==> src/rtl/reg_dest_pkg.sv <==
// Shared encodings and types for the register-destination pipeline.
package reg_dest_pkg;

    localparam logic [1:0] RD_SEL_RT   = 2'b00;
    localparam logic [1:0] RD_SEL_RD   = 2'b01;
    localparam logic [1:0] RD_SEL_RS   = 2'b10;
    localparam logic [1:0] RD_SEL_LINK = 2'b11;

    localparam int FWD_W      = 3;
    // Stage entries carry the widest supported address; narrower files zero-extend.
    localparam int ADDR_W_MAX = 8;

    typedef struct packed {
        logic                  valid;
        logic                  we;
        logic [ADDR_W_MAX-1:0] addr;
    } stage_t;

endpackage

==> src/rtl/reg_dest_pipe_if.sv <==
// Decode-side inputs and write-back / hazard outputs of reg_dest_pipe.
interface reg_dest_pipe_if
    import reg_dest_pkg::*;
#(
    parameter int ADDR_W = 3
);
    logic                  in_valid;
    logic                  reg_write;
    logic [1:0]            regDest;
    logic [ADDR_W-1:0]     rs;
    logic [ADDR_W-1:0]     rt;
    logic [ADDR_W-1:0]     rd;
    logic                  stall;
    logic                  flush;
    logic [ADDR_W-1:0]     src_a;
    logic [ADDR_W-1:0]     src_b;
    logic [ADDR_W-1:0]     dest_addr;
    logic [ADDR_W-1:0]     wb_addr;
    logic                  wb_we;
    logic [2**ADDR_W-1:0]  pending;
    logic [FWD_W-1:0]      fwd_a;
    logic [FWD_W-1:0]      fwd_b;
    logic                  hazard;

    modport master (
        output in_valid, reg_write, regDest, rs, rt, rd, stall, flush, src_a, src_b,
        input  dest_addr, wb_addr, wb_we, pending, fwd_a, fwd_b, hazard
    );

    modport slave (
        input  in_valid, reg_write, regDest, rs, rt, rd, stall, flush, src_a, src_b,
        output dest_addr, wb_addr, wb_we, pending, fwd_a, fwd_b, hazard
    );
endinterface

==> src/rtl/reg_dest_sel.sv <==
// Combinational write-back destination select from the decode-stage regDest code.
module reg_dest_sel
    import reg_dest_pkg::*;
#(
    parameter int ADDR_W   = 3,
    parameter bit LINK_EN  = 1'b0,
    parameter int LINK_REG = 7
) (
    input  logic [1:0]        regDest,
    input  logic [ADDR_W-1:0] rs,
    input  logic [ADDR_W-1:0] rt,
    input  logic [ADDR_W-1:0] rd,
    output logic [ADDR_W-1:0] dest
);

    always_comb begin
        dest = rt;
        unique case (regDest)
            RD_SEL_RT:   dest = rt;
            RD_SEL_RD:   dest = rd;
            RD_SEL_RS:   dest = rs;
            // Legacy decoders without a link register treat 2'b11 as rs.
            RD_SEL_LINK: dest = LINK_EN ? ADDR_W'(LINK_REG) : rs;
        endcase
    end

endmodule

==> src/rtl/reg_dest_pipe.sv <==
// Destination select, {valid, we, addr} pipeline to write-back, pending-write
// scoreboard and youngest-producer forwarding selects.
module reg_dest_pipe
    import reg_dest_pkg::*;
#(
    parameter int ADDR_W      = 3,
    parameter int STAGES      = 3,
    parameter bit LINK_EN     = 1'b0,
    parameter int LINK_REG    = 7,
    parameter bit ZERO_IGNORE = 1'b1
) (
    input logic            clk,
    input logic            rst,
    reg_dest_pipe_if.slave bus
);

    localparam int NREG = 1 << ADDR_W;

    logic [ADDR_W-1:0] dest;
    logic              cap_we;
    stage_t            stage_in [STAGES];
    stage_t            stage_q  [STAGES];
    logic [STAGES-1:0] match_a;
    logic [STAGES-1:0] match_b;
    logic [FWD_W-1:0]  fwd_a_comb;
    logic [FWD_W-1:0]  fwd_b_comb;

    reg_dest_sel #(
        .ADDR_W   (ADDR_W),
        .LINK_EN  (LINK_EN),
        .LINK_REG (LINK_REG)
    ) u_sel (
        .regDest (bus.regDest),
        .rs      (bus.rs),
        .rt      (bus.rt),
        .rd      (bus.rd),
        .dest    (dest)
    );

    assign bus.dest_addr = dest;
    assign cap_we = bus.reg_write & bus.in_valid & ~(ZERO_IGNORE & (dest == '0));
    assign stage_in[0] = '{valid: bus.in_valid, we: cap_we, addr: ADDR_W_MAX'(dest)};

    genvar gi;
    generate
        for (gi = 1; gi < STAGES; gi++) begin : g_link
            assign stage_in[gi] = stage_q[gi-1];
        end

        for (gi = 0; gi < STAGES; gi++) begin : g_stage
            stage_t entry_reg;

            always_ff @(posedge clk) begin
                if (rst) begin
                    entry_reg <= '0;
                end else if (bus.flush) begin
                    // Address is left stale; only valid/we matter once killed.
                    entry_reg.valid <= 1'b0;
                    entry_reg.we    <= 1'b0;
                end else if (!bus.stall) begin
                    entry_reg <= stage_in[gi];
                end
            end

            assign stage_q[gi] = entry_reg;
            assign match_a[gi] = entry_reg.valid & entry_reg.we &
                                 (entry_reg.addr == ADDR_W_MAX'(bus.src_a));
            assign match_b[gi] = entry_reg.valid & entry_reg.we &
                                 (entry_reg.addr == ADDR_W_MAX'(bus.src_b));
        end

        for (gi = 0; gi < NREG; gi++) begin : g_pend
            logic [STAGES-1:0] hit;
            for (genvar gj = 0; gj < STAGES; gj++) begin : g_hit
                assign hit[gj] = stage_q[gj].valid & stage_q[gj].we &
                                 (stage_q[gj].addr == ADDR_W_MAX'(gi));
            end
            assign bus.pending[gi] = |hit;
        end
    endgenerate

    // Scan oldest to youngest so the youngest matching producer wins.
    always_comb begin
        fwd_a_comb = '0;
        fwd_b_comb = '0;
        for (int i = STAGES - 1; i >= 0; i--) begin
            if (match_a[i]) fwd_a_comb = FWD_W'(i + 1);
            if (match_b[i]) fwd_b_comb = FWD_W'(i + 1);
        end
        if (ZERO_IGNORE && (bus.src_a == '0)) fwd_a_comb = '0;
        if (ZERO_IGNORE && (bus.src_b == '0)) fwd_b_comb = '0;
    end

    assign bus.fwd_a   = fwd_a_comb;
    assign bus.fwd_b   = fwd_b_comb;
    assign bus.hazard  = (fwd_a_comb == FWD_W'(1)) | (fwd_b_comb == FWD_W'(1));
    assign bus.wb_addr = stage_q[STAGES-1].addr[ADDR_W-1:0];
    assign bus.wb_we   = stage_q[STAGES-1].valid & stage_q[STAGES-1].we;

endmodule

==> src/flat_wrapper.sv <==
// flat-port wrapper written by rule: the top's interface ports become plain ports
module reg_dest_pipe_flat import reg_dest_pkg::*;
#(
    parameter int ADDR_W      = 3,
    parameter int STAGES      = 3,
    parameter bit LINK_EN     = 1'b0,
    parameter int LINK_REG    = 7,
    parameter bit ZERO_IGNORE = 1'b1
)
  (clk, rst, bus_in_valid, bus_reg_write, bus_regDest, bus_rs, bus_rt, bus_rd, bus_stall, bus_flush, bus_src_a, bus_src_b, bus_dest_addr, bus_wb_addr, bus_wb_we, bus_pending, bus_fwd_a, bus_fwd_b, bus_hazard);
  reg_dest_pipe_if #(.ADDR_W(ADDR_W)) bus_i ();
  input logic clk;
  input logic rst;
  input wire logic [$bits(bus_i.in_valid)-1:0] bus_in_valid;
  input wire logic [$bits(bus_i.reg_write)-1:0] bus_reg_write;
  input wire logic [$bits(bus_i.regDest)-1:0] bus_regDest;
  input wire logic [$bits(bus_i.rs)-1:0] bus_rs;
  input wire logic [$bits(bus_i.rt)-1:0] bus_rt;
  input wire logic [$bits(bus_i.rd)-1:0] bus_rd;
  input wire logic [$bits(bus_i.stall)-1:0] bus_stall;
  input wire logic [$bits(bus_i.flush)-1:0] bus_flush;
  input wire logic [$bits(bus_i.src_a)-1:0] bus_src_a;
  input wire logic [$bits(bus_i.src_b)-1:0] bus_src_b;
  output wire logic [$bits(bus_i.dest_addr)-1:0] bus_dest_addr;
  output wire logic [$bits(bus_i.wb_addr)-1:0] bus_wb_addr;
  output wire logic [$bits(bus_i.wb_we)-1:0] bus_wb_we;
  output wire logic [$bits(bus_i.pending)-1:0] bus_pending;
  output wire logic [$bits(bus_i.fwd_a)-1:0] bus_fwd_a;
  output wire logic [$bits(bus_i.fwd_b)-1:0] bus_fwd_b;
  output wire logic [$bits(bus_i.hazard)-1:0] bus_hazard;
  assign bus_i.in_valid = bus_in_valid;
  assign bus_i.reg_write = bus_reg_write;
  assign bus_i.regDest = bus_regDest;
  assign bus_i.rs = bus_rs;
  assign bus_i.rt = bus_rt;
  assign bus_i.rd = bus_rd;
  assign bus_i.stall = bus_stall;
  assign bus_i.flush = bus_flush;
  assign bus_i.src_a = bus_src_a;
  assign bus_i.src_b = bus_src_b;
  assign bus_dest_addr = bus_i.dest_addr;
  assign bus_wb_addr = bus_i.wb_addr;
  assign bus_wb_we = bus_i.wb_we;
  assign bus_pending = bus_i.pending;
  assign bus_fwd_a = bus_i.fwd_a;
  assign bus_fwd_b = bus_i.fwd_b;
  assign bus_hazard = bus_i.hazard;
  reg_dest_pipe #(.ADDR_W(ADDR_W), .STAGES(STAGES), .LINK_EN(LINK_EN), .LINK_REG(LINK_REG), .ZERO_IGNORE(ZERO_IGNORE)) u_core (.clk(clk), .rst(rst), .bus(bus_i));
endmodule
==> config.mk <==
export PLATFORM = sky130hd
export DESIGN_NAME = reg_dest_pipe_flat
export DESIGN_NICKNAME = d
export VERILOG_FILES = /design/src/rtl/reg_dest_pkg.sv /design/src/rtl/reg_dest_pipe_if.sv /design/src/rtl/reg_dest_sel.sv /design/src/rtl/reg_dest_pipe.sv /design/src/flat_wrapper.sv
export SDC_FILE = /design/constraint.sdc
export NUM_CORES = 1
export LEC_CHECK = 0
export CORE_ASPECT_RATIO = 1.25
export CORE_UTILIZATION = 27
export CTS_BUF_LIST = sky130_fd_sc_hd__clkbuf_4
export DETAILED_ROUTE_END_ITERATION = 10
export PLACE_DENSITY_LB_ADDON = 0.1
export SETUP_SLACK_MARGIN = 0.15
export SYNTH_ARGS = -nofsm -noshare
export SYNTH_HDL_FRONTEND = slang
export SYNTH_SLANG_ARGS = --single-unit
export TNS_END_PERCENT = 100
==> constraint.sdc <==
create_clock -name clk -period 2.76 [get_ports clk]
set_input_delay 0.828 -clock clk [delete_from_list [all_inputs] [get_ports clk]]
set_output_delay 0.828 -clock clk [all_outputs]
set_load 0.01 [all_outputs]
**Word-level counts from Yosys, hierarchy flattened**

Index checks and enable logic that the tools add are counted.

- Bits in registers: 15
- Input port bits: 23
- Output and inout port bits: 22
- Logic and storage cells: 107

- Equality and inequality tests: 32
- Muxes and demuxes: 9
- Bitwise gates (word level): 39
- Reduce and logical (&&, ||, !) cells: 18

Operator list:

| operator | number |
|---|---|
| $eq A3 B3 Y1 const B | 12 |
| $and A1 B1 Y1 | 35 |
| $logic_not A8 Y1 | 3 |
| $reduce_or A3 Y1 | 8 |
| $eq A3 B2 Y1 const B | 6 |
| $eq A3 B3 Y1 | 6 |
| $mux W2 | 8 |
| $eq A3 B1 Y1 const B | 3 |
| $logic_not A3 Y1 | 3 |
| $pmux W3 S3 | 1 |
| $eq A2 B1 Y1 const B | 3 |
| $eq A2 B2 Y1 const B | 2 |
| $reduce_or A2 Y1 | 2 |
| $not A1 Y1 | 3 |
| $logic_not A2 Y1 | 1 |
| $reduce_and A2 Y1 | 1 |
| $or A1 B1 Y1 | 1 |

**Depth between registers and ports, before layout**

- Depth in word-level cells: 8
- Gate-level depth with buffers: 5
- Depth with buffers taken out: 4

**Hierarchy**

A second synthesis with hierarchy kept.

- Cells, all modules: 165
- Area total of the unflattened synthesis: 1237.4 sq um

Modules (own cells, without submodules):

| module | times used | cells each | area an instance (sq um) | sequential area each (sq um) |
|---|---|---|---|---|
| reg_dest_pipe | 1 | 156 | 1181.1 | 300.3 |
| reg_dest_sel | 1 | 9 | 56.3 | 0.0 |

**Worst setup path after synthesis**

No wires, ideal clock.

- Path kind: input -> output
- From: input bus_src_b[2]
- To: output bus_fwd_b[1]
- Data arrival time: 1.906 ns
- Data required time: 1.932 ns
- Path slack: 0.026 ns
- Cell stages on the path: 5
- Path buffers: 1
- Path through: clkbuf_2 xor2_1 or4_1 o21ai_0 o311a_1

- Cells in the longest elaborated chain, start to end: 6
- Elaborated cells between the ends (all ways): 11
- Those cells by class: 3 x eq/ne; 4 x mux; 3 x bitwise; 1 x reduce/logical

Ends and longest elaborated chain:

| item | RTL line | text |
|---|---|---|
| start: declaration | flat_wrapper.sv:23 | `input wire logic [$bits(bus_i.src_b)-1:0] bus_src_b;` |
| $eq A3 B3 Y1 | reg_dest_pipe.sv:69 | `(entry_reg.addr == ADDR_W_MAX'(bus.src_b));` |
| $and A1 B1 Y1 | reg_dest_pipe.sv:68 | `assign match_b[gi] = entry_reg.valid & entry_reg.we &` |
| $mux W2 (3 in a row) | reg_dest_pipe.sv:88 | `if (match_b[i]) fwd_b_comb = FWD_W'(i + 1);` |
| $mux W2 * | reg_dest_pipe.sv:91 | `if (ZERO_IGNORE && (bus.src_b == '0)) fwd_b_comb = '0;` |
| end: declaration | flat_wrapper.sv:29 | `output wire logic [$bits(bus_i.fwd_b)-1:0] bus_fwd_b;` |

Every way passes the cells marked *; elsewhere a longest branch is shown, timed or not.

**Worst setup path after layout**

- From: input bus_src_a[1]
- To: output bus_fwd_a[0]

- Cells in the longest elaborated chain, start to end: 6
- Elaborated cells between the ends (all ways): 11
- Those cells by class: 3 x eq/ne; 4 x mux; 3 x bitwise; 1 x reduce/logical

Ends and longest elaborated chain:

| item | RTL line | text |
|---|---|---|
| start: declaration | flat_wrapper.sv:22 | `input wire logic [$bits(bus_i.src_a)-1:0] bus_src_a;` |
| $eq A3 B3 Y1 | reg_dest_pipe.sv:67 | `(entry_reg.addr == ADDR_W_MAX'(bus.src_a));` |
| $and A1 B1 Y1 | reg_dest_pipe.sv:66 | `assign match_a[gi] = entry_reg.valid & entry_reg.we &` |
| $mux W2 (3 in a row) | reg_dest_pipe.sv:87 | `if (match_a[i]) fwd_a_comb = FWD_W'(i + 1);` |
| $mux W2 * | reg_dest_pipe.sv:90 | `if (ZERO_IGNORE && (bus.src_a == '0)) fwd_a_comb = '0;` |
| end: declaration | flat_wrapper.sv:28 | `output wire logic [$bits(bus_i.fwd_a)-1:0] bus_fwd_a;` |

Marks and branches as above.

==> results.cfg <==
[synthesis]
synth.area.mux_share = 0.0573
yosysUniqueCellTypes = 41
synth-main-ff-cell = dfxtp_1
synth_top_area_cell = dfxtp_1
synth_xor_xnor_area_share = 0.115
ys_seq_area_frac = 0.245
synth_cells = 171
netlist_area_um2 = 1220
yosys.area_share.simple = 0.255
synth_top_area_share = 0.245
synth_enable_flop_cells = 0
synth_seq_cells = 15
synthAdderAreaFrac = 0
ys_top_cells_by_area = dfxtp_1, xor2_1, o21ai_0
yosys_warnings = 0
synth_compound_area_frac = 0.229
synth_top_family_by_area = simple AND/OR/NAND/NOR gates
async_flop_share = 0
syn_area_per_cell_um2 = 7.16

[timing]
fin_crit_sh = 1.04
period_minus_slack_ns = 2.86
clock_skew_ns = 0.000399
timing.fmax_mhz = 349
drv_slew = 0
rsz0062_at_grt = true
worst_pin_slew_ns = 0.562
final_hold_viol_count = 0
layout_setup_ws_ns = -0.105
whs_ns = 0.518
setup_viol = 3
relSlewSlack = 0.624

[finish]
largest_reg_flops = 12
layout_common_cells = buf_4, nand2_1, clkdlybuf4s50_1
layout-drive-gt1-share = 0.335
multiInputGateArea_um2 = 878
fill_cells = 468
fin_util = 0.436
fin_cells = 282
fin_area_um2 = 1910
antenna_cells = 0
seqCellArea_um2 = 319
layout.nets = 248
area_delta_synth_final_pct = 56.4
final_common_cell = buf_4

[setup_path]
r2r-start = u_core.g_stage[0].entry_reg[8]
cp.required_ns = 1.93
crit_type = input port to output port
end_kind = output port
startpoint = bus_src_a[1]
cp_data_arrival_time_ns = 2.04
critPathMaxFanout = 2
worstSetupStartpointType = input port

[power]
swShare = 0.282
switching_power_mw = 0.136
p_seq_frac = 0.468
p_int_mw = 0.346
leakage_nw = 0.838
clockPowerShare = 0.265
powerDensity_nw_per_um2 = 252
pwr-share-comb = 0.267
irDropWorstVdd_uv = 119

[route]
drtIter0Drc = 67
dr.pass1.iters = 4
viasPerCell = 4.91
vias = 1385
wirelength_um = 4010
wire_per_inst_um = 14.2
drc = 0
final_antenna_net_count = 0

[cts]
cts_hold_buf = 0
cts_root_buf = clkbuf_4
clk_latency_ns = 0.28
clock_sinks = 15
cts.path.max_buffers = 2
cts_buffers = 3
cts_tree = yes
clkSlewWorstSetupHoldPaths_ns = 0.10
htree_num_levels = 1

[global_routing]
first_global_vias = 1422
antenna_found_initial = 0
grt_max_degree = 13
grt-ovfl-total = 0
grt_pass1_wl_um = 6500
track_usage = 0.172

[place]
dp.cells = 273
io_buffer_count = 42
gp_congestion = 0.908
place_hpwl_um = 3180
placed_area_um2 = 1790

[min_path]
hold_start = u_core.g_stage[2].entry_reg[9]
holdCritPathClass = flop to flop

[die]
core_area_um2 = 4390
rows = 27
die_w_um = 62.2
die_h_um = 77.3
start_util = 0.279
io_pins = 45
design.die.area_um2 = 4810

[run_status]
violations = negative setup slack
outcome = complete, but fails checks

[job]
max_cap_violations = 0
routing by layer:
layer | track usage | vias up | wire length (um) | share of wire
met3 | 0.0327 | 4 | 191 | 0.048
met1 | 0.178 | 645 | 1570 | 0.39
met4 | 0.0535 | 0 | 36 | 0.0090
met2 | 0.340 | 43 | 2210 | 0.55
met5 | 0 | - | 0 | 0
li1 | - | 693 | - | -
through the flow:
stage          setup TNS (ns)  total power [mW]  setup WS [ns]
5_1_grt                -0.245             0.514         -0.126
2_1_floorplan               0             0.283         0.0331
6_report               -0.145             0.483         -0.105
3_3_place_gp            -4.99             0.348         -0.835
4_1_cts                -0.209             0.480         -0.141
3_5_place_dp            -5.22             0.351         -0.900
synthesized netlist by cell type (2+ instances only):
cell type and instances:
nand2_1 19, o21ai_0 17, dfxtp_1 15, nor2_1 15, clkbuf_1 14, a21oi_1 12, xor2_1 11, mux2i_1 7
nand3_1 6, buf_4 5, nor3_1 5, xnor2_1 5, nor2b_1 4, inv_1 3, a22oi_1 2, a32oi_1 2
and2_1 2, nand2b_1 2, nor4_1 2, o31ai_1 2
final timing paths:
kind | end | slack [ns] | cells after the start
worst min register to register | u_core.g_stage[2].entry_reg[9] | 0.52 | 2
worst max register to register | u_core.g_stage[0].entry_reg[8] | 1.66 | 3
worst max-delay path | bus_fwd_a[0] | -0.10 | 6
worst min-delay path | u_core.g_stage[2].entry_reg[9] | 0.52 | 2
what timing repair did:
item | CTS | global route
resized for setup | 90 | 24
pin swaps | 8 | 11
endpoints found under the setup margin | 16 | 10
buffers inserted | 2 | 3
area by class of cell:
| cell class | count | area share |
|---|---|---|
| inverter | 3 | 0.00588 |
| timing repair buffer | 69 | 0.316 |
| clock buffer | 3 | 0.0118 |
| tap | 58 | 0.0379 |
| clock inverter | 1 | 0.00261 |
| multi-input combinational | 133 | 0.459 |
| sequential | 15 | 0.167 |
power by group through the flow:
| stage | logic (mW) | registers [mW] | clock network, mW |
|---|---|---|---|
| floorplan | 0.0561 | 0.227 | 0 |
| global placement | 0.117 | 0.232 | 0 |
| detailed placement | 0.119 | 0.232 | 0 |
| CTS | 0.122 | 0.227 | 0.132 |
| global route | 0.142 | 0.226 | 0.145 |
| finish | 0.129 | 0.226 | 0.128 |
worst max-delay path, cell delays in order:
cell	delay, ns
buf_8	0.10
xor2_1	0.13
or4_4	0.53
nor2b_4	0.15
o21ba_4	0.19
buf_6	0.11
cell families (layout without fill, tap and decap cells):
| kind of cell | Yosys count | count (layout) |
|---|---|---|
| simple gates | 63 | 63 |
| compound gates | 45 | 45 |
| buf+inv | 24 | 76 |
| xor+xnor | 16 | 16 |
| flops | 15 | 15 |
| mux | 7 | 7 |
| other cells | 1 | 2 |
(Power assumes the default switching activity.)
